$ cat src/rtl/alu_accumulator.sv
// alu_accumulator: accumulator ALU with clear/load/increment/ALU update and a registered result.
// Define ALU_FLAGS_EN to add the zero (combinational) and carry (registered) flag outputs.
module alu_accumulator #(
    parameter int WIDTH = 8
) (
    input  logic             Clk,
    input  logic             RST,
    input  logic [WIDTH-1:0] BusOut,
    input  logic             Wen,
    input  logic             INC,
    input  logic [2:0]       alu_op,
`ifdef ALU_FLAGS_EN
    output logic             zero,
    output logic             carry,
`endif
    output logic [WIDTH-1:0] dout
);
    typedef enum logic [2:0] {
        OP_NOP, OP_ADD, OP_SUB, OP_MUL, OP_AND, OP_OR, OP_XOR, OP_NOT
    } op_t;
    logic [WIDTH-1:0] r_ac;
    logic [WIDTH-1:0] w_add;
    logic [WIDTH-1:0] w_sub;
    logic [WIDTH-1:0] w_mul;
    logic [WIDTH-1:0] w_alu;
    logic [WIDTH-1:0] w_next;
    op_t              w_op;
    assign w_op  = op_t'(alu_op);
    assign w_add = r_ac + BusOut;
    assign w_sub = r_ac - BusOut;
    always_comb begin
        w_alu = r_ac;
        case (w_op)
            OP_ADD:  w_alu = w_add;
            OP_SUB:  w_alu = w_sub;
            OP_MUL:  w_alu = w_mul;
            OP_AND:  w_alu = r_ac & BusOut;
            OP_OR:   w_alu = r_ac | BusOut;
            OP_XOR:  w_alu = r_ac ^ BusOut;
            OP_NOT:  w_alu = ~r_ac;
            default: w_alu = r_ac;
        endcase
    end
    assign w_next = Wen ? BusOut : INC ? r_ac + WIDTH'(1) : w_alu;
    always_ff @(posedge Clk) begin
        if (RST) r_ac <= '0;
        else     r_ac <= w_next;
    end
    assign dout = r_ac;
`ifdef ALU_FLAGS_EN
    logic [WIDTH-1:0] w_mul_hi;
    logic             w_alu_c;
    logic             w_next_c;
    logic             r_carry;
    // Full-width product so discarded high bits can raise carry.
    assign {w_mul_hi, w_mul} = {{WIDTH{1'b0}}, r_ac} * {{WIDTH{1'b0}}, BusOut};
    always_comb begin
        w_alu_c = 1'b0;
        case (w_op)
            OP_NOP:  w_alu_c = r_carry;
            OP_ADD:  w_alu_c = w_add < r_ac;
            OP_SUB:  w_alu_c = r_ac < BusOut;
            OP_MUL:  w_alu_c = |w_mul_hi;
            default: w_alu_c = 1'b0;
        endcase
    end
    assign w_next_c = Wen ? 1'b0 : INC ? (r_ac == '1) : w_alu_c;
    always_ff @(posedge Clk) begin
        if (RST) r_carry <= 1'b0;
        else     r_carry <= w_next_c;
    end
    assign zero  = (r_ac == '0);
    assign carry = r_carry;
`else
    assign w_mul = r_ac * BusOut;
`endif
endmodule

$ cat config.mk
export PLATFORM = sky130hd
export DESIGN_NAME = alu_accumulator
export DESIGN_NICKNAME = d
export VERILOG_FILES = /design/src/rtl/alu_accumulator.sv
export SDC_FILE = /design/constraint.sdc
export NUM_CORES = 1
export LEC_CHECK = 0
export ABC_AREA = 1
export CAP_MARGIN = 25
export CORE_AREA = 2 2 81 83
export DETAILED_ROUTE_END_ITERATION = 6
export DIE_AREA = 0 0 83 85
export GPL_TIMING_DRIVEN = 0
export PLACE_DENSITY = 0.69
export SLEW_MARGIN = 30
export SYNTH_ARGS = -nofsm -noshare
export SYNTH_HDL_FRONTEND = slang
export SYNTH_SLANG_ARGS = --single-unit
$ cat constraint.sdc
create_clock -name Clk -period 10.9 [get_ports Clk]
set_input_delay 2.18 -clock Clk [delete_from_list [all_inputs] [get_ports Clk]]
set_output_delay 2.18 -clock Clk [all_outputs]
set_load 0.02 [all_outputs]
==> impl_metrics.tcl <==
set metrics [dict create \
    status "finished, final reports clean" \
    slew_violations 0 \
    syn_inst 425 \
    worstMarginPinSlew_ps 411.1 \
    fin_crit_ps 6208 \
    h-tree-depth 1 \
    place_inst 523 \
    final-hold-violation-count 0 \
    placed_cell_area_um2 3009 \
    dpl.hpwl_um 6036 \
    synthAdderAreaFrac_pct 28.61 \
    drcViolationCount 0 \
    combPwrFrac_pct 69.2 \
    synth_area_um2 2703 \
    grt_pass1_wl_um 12460 \
    postCtsResizedCells 0 \
    grt_max_degree 11 \
    postCtsHoldBufs 0 \
    via_per_inst 5.260 \
    cts_tree "done" \
    final.period_utilization_pct 56.96 \
    pin_count 23 \
    end_kind "register" \
    switchingPower_mw 0.1196 \
    die_w_um 83 \
    place_congestion 0.9288 \
    yosys-top-cells-area "ha_1 19%, nand2_1 15%, inv_1 11%" \
    antenna_left 0 \
    synthMuxAreaShare_pct 0 \
    synth_warnings 0 \
    synthFlopType "dfxtp_1" \
    avgSynthCellArea_um2 6.359 \
    die_area_um2 7055 \
    p_seq_share_pct 15.1 \
    dr_total_vias 2767 \
    portBuffers 21 \
    start_util_pct 43.56 \
    largest_reg_flops 8 \
    slew_headroom_pct 72.59 \
    worstSetupPathType "input port to register" \
    synth-xor-area-share_pct 4.537 \
    grt_pass1_vias 2712 \
    hold_ws_ps 719.0 \
    synth-edff-count 0 \
    p_sw_share_pct 49.28 \
    synth-compound-area-share_pct 15.14 \
    wire_per_inst_um 13.86 \
    syn2layout_area_growth_pct 12.87 \
    antennaDiodeCount 0 \
    crit_required_ps 11070 \
    instances_no_fill 526 \
    synth_top_family_by_area "adder cells" \
    setup-tns-final_ps 0 \
    synth_common_cells "107 x nand2_1, 81 x inv_1, 41 x ha_1" \
    yosysSeqAreaShare_pct 5.926 \
    cp.arrival_ps 6380 \
    drtIter0Drc 148 \
    yosysTopAreaCell "ha_1" \
    drive_gt1_share_pct 8.686 \
    synth.most_common_cell "nand2_1" \
    cts_max_path_buffers 2 \
    rsz0062_at_grt "no" \
    max_cap_violations 0 \
    clk_latency_ps 240 \
    clk_pin_slew_worst_paths_ps 40 \
    clockRootBuffer "clkbuf_8" \
    setup_ws_ps 4692 \
    finalClockSkew_ps 3.051 \
    cts_setup_buffers 0 \
    finalPower_mw 0.2427 \
    drt_wl_total_um 7288 \
    numCtsBuffers 3 \
    firstDrtPassIters 6 \
    synth.distinct_cells 37 \
    path_max_fanout 8 \
    rows 29 \
    ir_drop_mv 0.06142 \
    nets 520 \
    ys_ff_latch 8 \
    fin_util_pct 49.16 \
    dieHeight_um 85 \
    min_path_type "register to register" \
    cts_num_sinks 8 \
    final_area_um2 3050 \
    cp-start-kind "input port" \
    core_area_um2 6205 \
    dp_slack_ps 4438 \
    clkPwrFrac_pct 15.7 \
    syn-num-nets 494 \
    power_leakage_nw 1.700 \
    grt_overflow 0 \
    powerDensity_nw_per_um2 79.56 \
    synth_top_cell_area_share_pct 18.98 \
    antenna_found_initial 0 \
    fmax_mhz 161.1 \
    synth-simple-area-share_pct 27.78 \
    p_int_mw 0.1231 \
    async_reset_ff_share_pct 0 \
    setup_viol 0 \
    grt_usage_pct 21.32 \
]
[cell type report]
| class | instances | area (um^2) |
|---|---|---|
| Fill cell | 632 | 3154 |
| Multi-Input combinational cell | 309 | 2056 |
| Inverter | 91 | 341.6 |
| Timing Repair Buffer | 21 | 210.2 |
| Sequential cell | 8 | 160.2 |
| Buffer | 17 | 145.1 |
| Tap cell | 77 | 96.34 |
| Clock buffer | 3 | 41.29 |
[power groups by stage]
stage / clock [mW] / sequential, mW / combinational (mW)
after floorplan: 0 / 0.0392 / 0.117
after global placement: 0 / 0.0369 / 0.161
after detailed placement: 0 / 0.0370 / 0.166
after global routing: 0.0393 / 0.0371 / 0.191
after CTS: 0.0382 / 0.0366 / 0.168
final: 0.0381 / 0.0367 / 0.168
[layout by cell type (no fill, tap or decap), drive strengths merged, types with 2 or more instances in the layout]
cell / Yosys / routed
a211oi: 3 / 3
a21oi: 18 / 18
a31oi: 2 / 2
buf: 15 / 15
clkbuf: 2 / 5
clkdlybuf4s50: 0 / 21
clkinv: 2 / 2
dfxtp: 8 / 8
fa: 13 / 13
ha: 41 / 41
inv: 89 / 89
nand2: 115 / 115
nand3: 30 / 30
nand3b: 3 / 3
nand4: 2 / 2
nor2: 19 / 19
nor3: 3 / 3
o211ai: 4 / 4
o21ai: 28 / 28
o21bai: 2 / 2
o221ai: 4 / 4
o22ai: 3 / 3
o31ai: 2 / 2
xnor2: 4 / 4
xor2: 10 / 10
[logic make-up (layout without fill, tap and decap cells)]
kind of cell | count (synthesis) | in the layout
fa+ha+maj | 54 | 54
simple gates | 172 | 172
flops | 8 | 8
compound gates | 69 | 69
buf+inv | 108 | 132
xor+xnor | 14 | 14
[worst max-delay path, stage by stage]
cell	delay [ps]
clkdlybuf4s50_1	510
buf_4	200
nand2_1	90
fa_1	430
fa_1	560
inv_1	50
fa_1	480
inv_1	60
fa_1	530
inv_1	50
ha_1	300
inv_1	90
o21bai_1	60
a31oi_1	220
inv_1	60
nand3_1	80
nand3_1	80
nand2_1	70
nand2_1	50
nand2_1	50
nand2_1	50
a21oi_2	100
[per-layer routing]
metal / routed length [um] / GRT usage (%) / up-vias
met5: 0 / 0 / -
met3: 392 / 2.529 / 15
met4: 130 / 6.110 / 0
met1: 3228 / 26.35 / 1268
li1: - / - / 1398
met2: 3537 / 39.00 / 86
[worst paths after layout]
path	from	endpoint	slack [ps]	cells past startpoint
hold reg to reg	dout[6]	dout[6]	720	3
setup / recovery	BusOut[3]	dout[7]	4690	22
setup reg to reg	dout[2]	dout[7]	6520	21
hold / removal	dout[6]	dout[6]	720	3
(Power assumes the default switching activity.)
==> RTL change, RTL diff (same settings) <==
Put one more register stage on the output `dout`, with the module's reset. The value now appears one clock later.
--- a/src/rtl/alu_accumulator.sv
+++ b/src/rtl/alu_accumulator.sv
@@ -47,5 +47,11 @@
         else     r_ac <= w_next;
     end
-    assign dout = r_ac;
+    always_ff @(posedge Clk) begin
+        if (RST) begin
+            dout <= '0;
+        end else begin
+            dout <= r_ac;
+        end
+    end
 `ifdef ALU_FLAGS_EN
     logic [WIDTH-1:0] w_mul_hi;
Behaviour: not the same (a bounded check fails within 4 cycles, from zero or initial values and one cycle with RST high).
==> RTL change against the original RTL <==
  * Power rose by 17%
  * Global-route usage rose by 0.67 points
  * Worst setup slack got worse by 40 ps
  * Area after synthesis rose by 5.0%
  * Routed wire length rose by 2.9%
  * Final area rose by 4.6%
  * Sequential cell count rose by 8
  * Critical path type unchanged
  * Critical endpoint is now r_ac[7]
  * Largest cell class unchanged
  * Highest routed layer unchanged
==> RTL change: results (changes against the original RTL) <==
stage,metric,value,unit,change
clock_tree,clk slew on worst S/H paths,60,ps,+20 ps
yosys,Compound-Gate Fraction of Synth Area,13.9,%,-1.2 points
placed_design,Placed Area,0.00313,mm2,+4.2%
setup_path,CP arrival,6440,ps,+60 ps
hold_path,Hold Path Sink,dout[7],,
placed_design,post-detailed-placement half-perimeter wirelength,6.00,mm,-0.66%
setup_path,r2r worst-path depth,18,,-14%
yosys,commonest cells in the netlist,"nand2_1, inv_1, ha_1, nand3_1, o21ai_0",,
global_route,met2 GRT Util,41.4,%,+2.4 points
routing,First-pass DRT Iterations,4,,-2
global_route,vias in the first global route,2748,,+1.3%
global_route,global-route wire length before repair,12.8,mm,+2.8%
clock_tree,clock latency on the worst-skew pair,260,ps,+20 ps
setup_path,R2R Setup Slk,6610,ps,+90 ps
yosys,"Net Count, Synth",510,,+3.2%
hold_path,Worst Hold Depth,2,,-1
power,VDD IR max,47.4,uV,-23%
layout,Largest regs,"dout (8), r_ac (8)",,
timing,Slew @ Worst Pin,457,ps,+46.0 ps
yosys,mux contribution to synthesized area,0,%,unchanged
global_route,largest net degree at the start of global routing,11,,unchanged
yosys,XOR/XNOR Fraction of Synth Area,3.40,%,-1.1 points
yosys,Synth async-reset ratio,0,%,unchanged
power,sw frac,44.6,%,-4.7 points
hold_path,HP Start,r_ac[7],,
placed_design,RePlAce Congestion,0.930,,+0.16%
power,Leak,1.76,nW,+3.7%
layout,Ant. Diodes,0,,unchanged
routing,vias per cell,5.15,,-2.1%
placed_design,setup slack at placement,4400,ps,-42.1 ps
yosys,mean area per synthesized cell,6.43,um2,+1.2%
yosys,Synth cell types,38,,+2.7%
setup_path,slowest library cell on the worst path,clkdlybuf4s50_1,,
setup_path,r2r startpoint,r_ac[1],,
placed_design,Buffers on Ports,20,,-4.8%
global_route,Global Route met3 Usage,1.07,%,-1.5 points
routing,Via Count,2792,,+0.90%
yosys,Ys Warns,0,,unchanged
yosys,"Seq/Total Area, Yosys",11.3,%,+5.4 points
yosys,Area contributors post-synth,"ha_1, nand2_1, inv_1, dfxtp_1, fa_1",,
global_route,grt met1 use,27.7,%,+1.3 points
clock_tree,H-tree levels,1,,unchanged
routing,DRT Wirelength,7.50,mm,+2.9%
status,status,finished clean,,
clock_tree,CTS max path bufs,2,,unchanged
setup_path,Critical Path Source,BusOut[3],,
layout,layout cells sized above 1,8.39,%,-0.30 points
yosys,adder-cell share of the synthesized area,27.2,%,-1.4 points
setup_path,Critical Path Max Stage Delay,700,ps,+140 ps
timing,Final Critical Period,6250,ps,+39.9 ps
clock_tree,Inserted Clock Buffers,3,,unchanged
timing,Layout Skew,10.1,ps,+7.08 ps
routing,initial DRC count,121,,-18%
setup_path,Worst Setup EP,r_ac[7],,
layout,FILL cells,635,,+0.47%
timing,WHS,600,ps,-119 ps
placed_design,placed cells,538,,+2.9%
global_route,total global-route track usage,22.0,%,+0.67 points
==> RTL change: final cells by class <==
type / count / area, um2 / share of cell area [%]
Inverter: 100 / 375 / 11.8
Sequential cell: 16 / 320 / 10.0
Timing Repair Buffer: 20 / 200 / 6.28
Multi-Input combinational cell: 311 / 2050 / 64.2
Clock buffer: 4 / 55.1 / 1.73
Buffer: 14 / 95.1 / 2.98
Tap cell: 77 / 96.3 / 3.02
==> RTL change: power groups by stage <==
| stage | sequential (mW) | clock (mW) | combinational [mW] |
|---|---|---|---|
| 3_5_place_dp | 0.0703 | 0 | 0.159 |
| 5_1_grt | 0.0697 | 0.0574 | 0.185 |
| 2_1_floorplan | 0.0703 | 0 | 0.115 |
| 4_1_cts | 0.0689 | 0.0549 | 0.161 |
| 3_3_place_gp | 0.0701 | 0 | 0.155 |
| 6_report | 0.0691 | 0.0554 | 0.160 |
==> RTL change: routing by layer <==
metal  up-vias  wire (um)
met5         -          0
met4         0        106
met3        10        287
met2        51       3780
met1      1299       3330
li1       1432          -
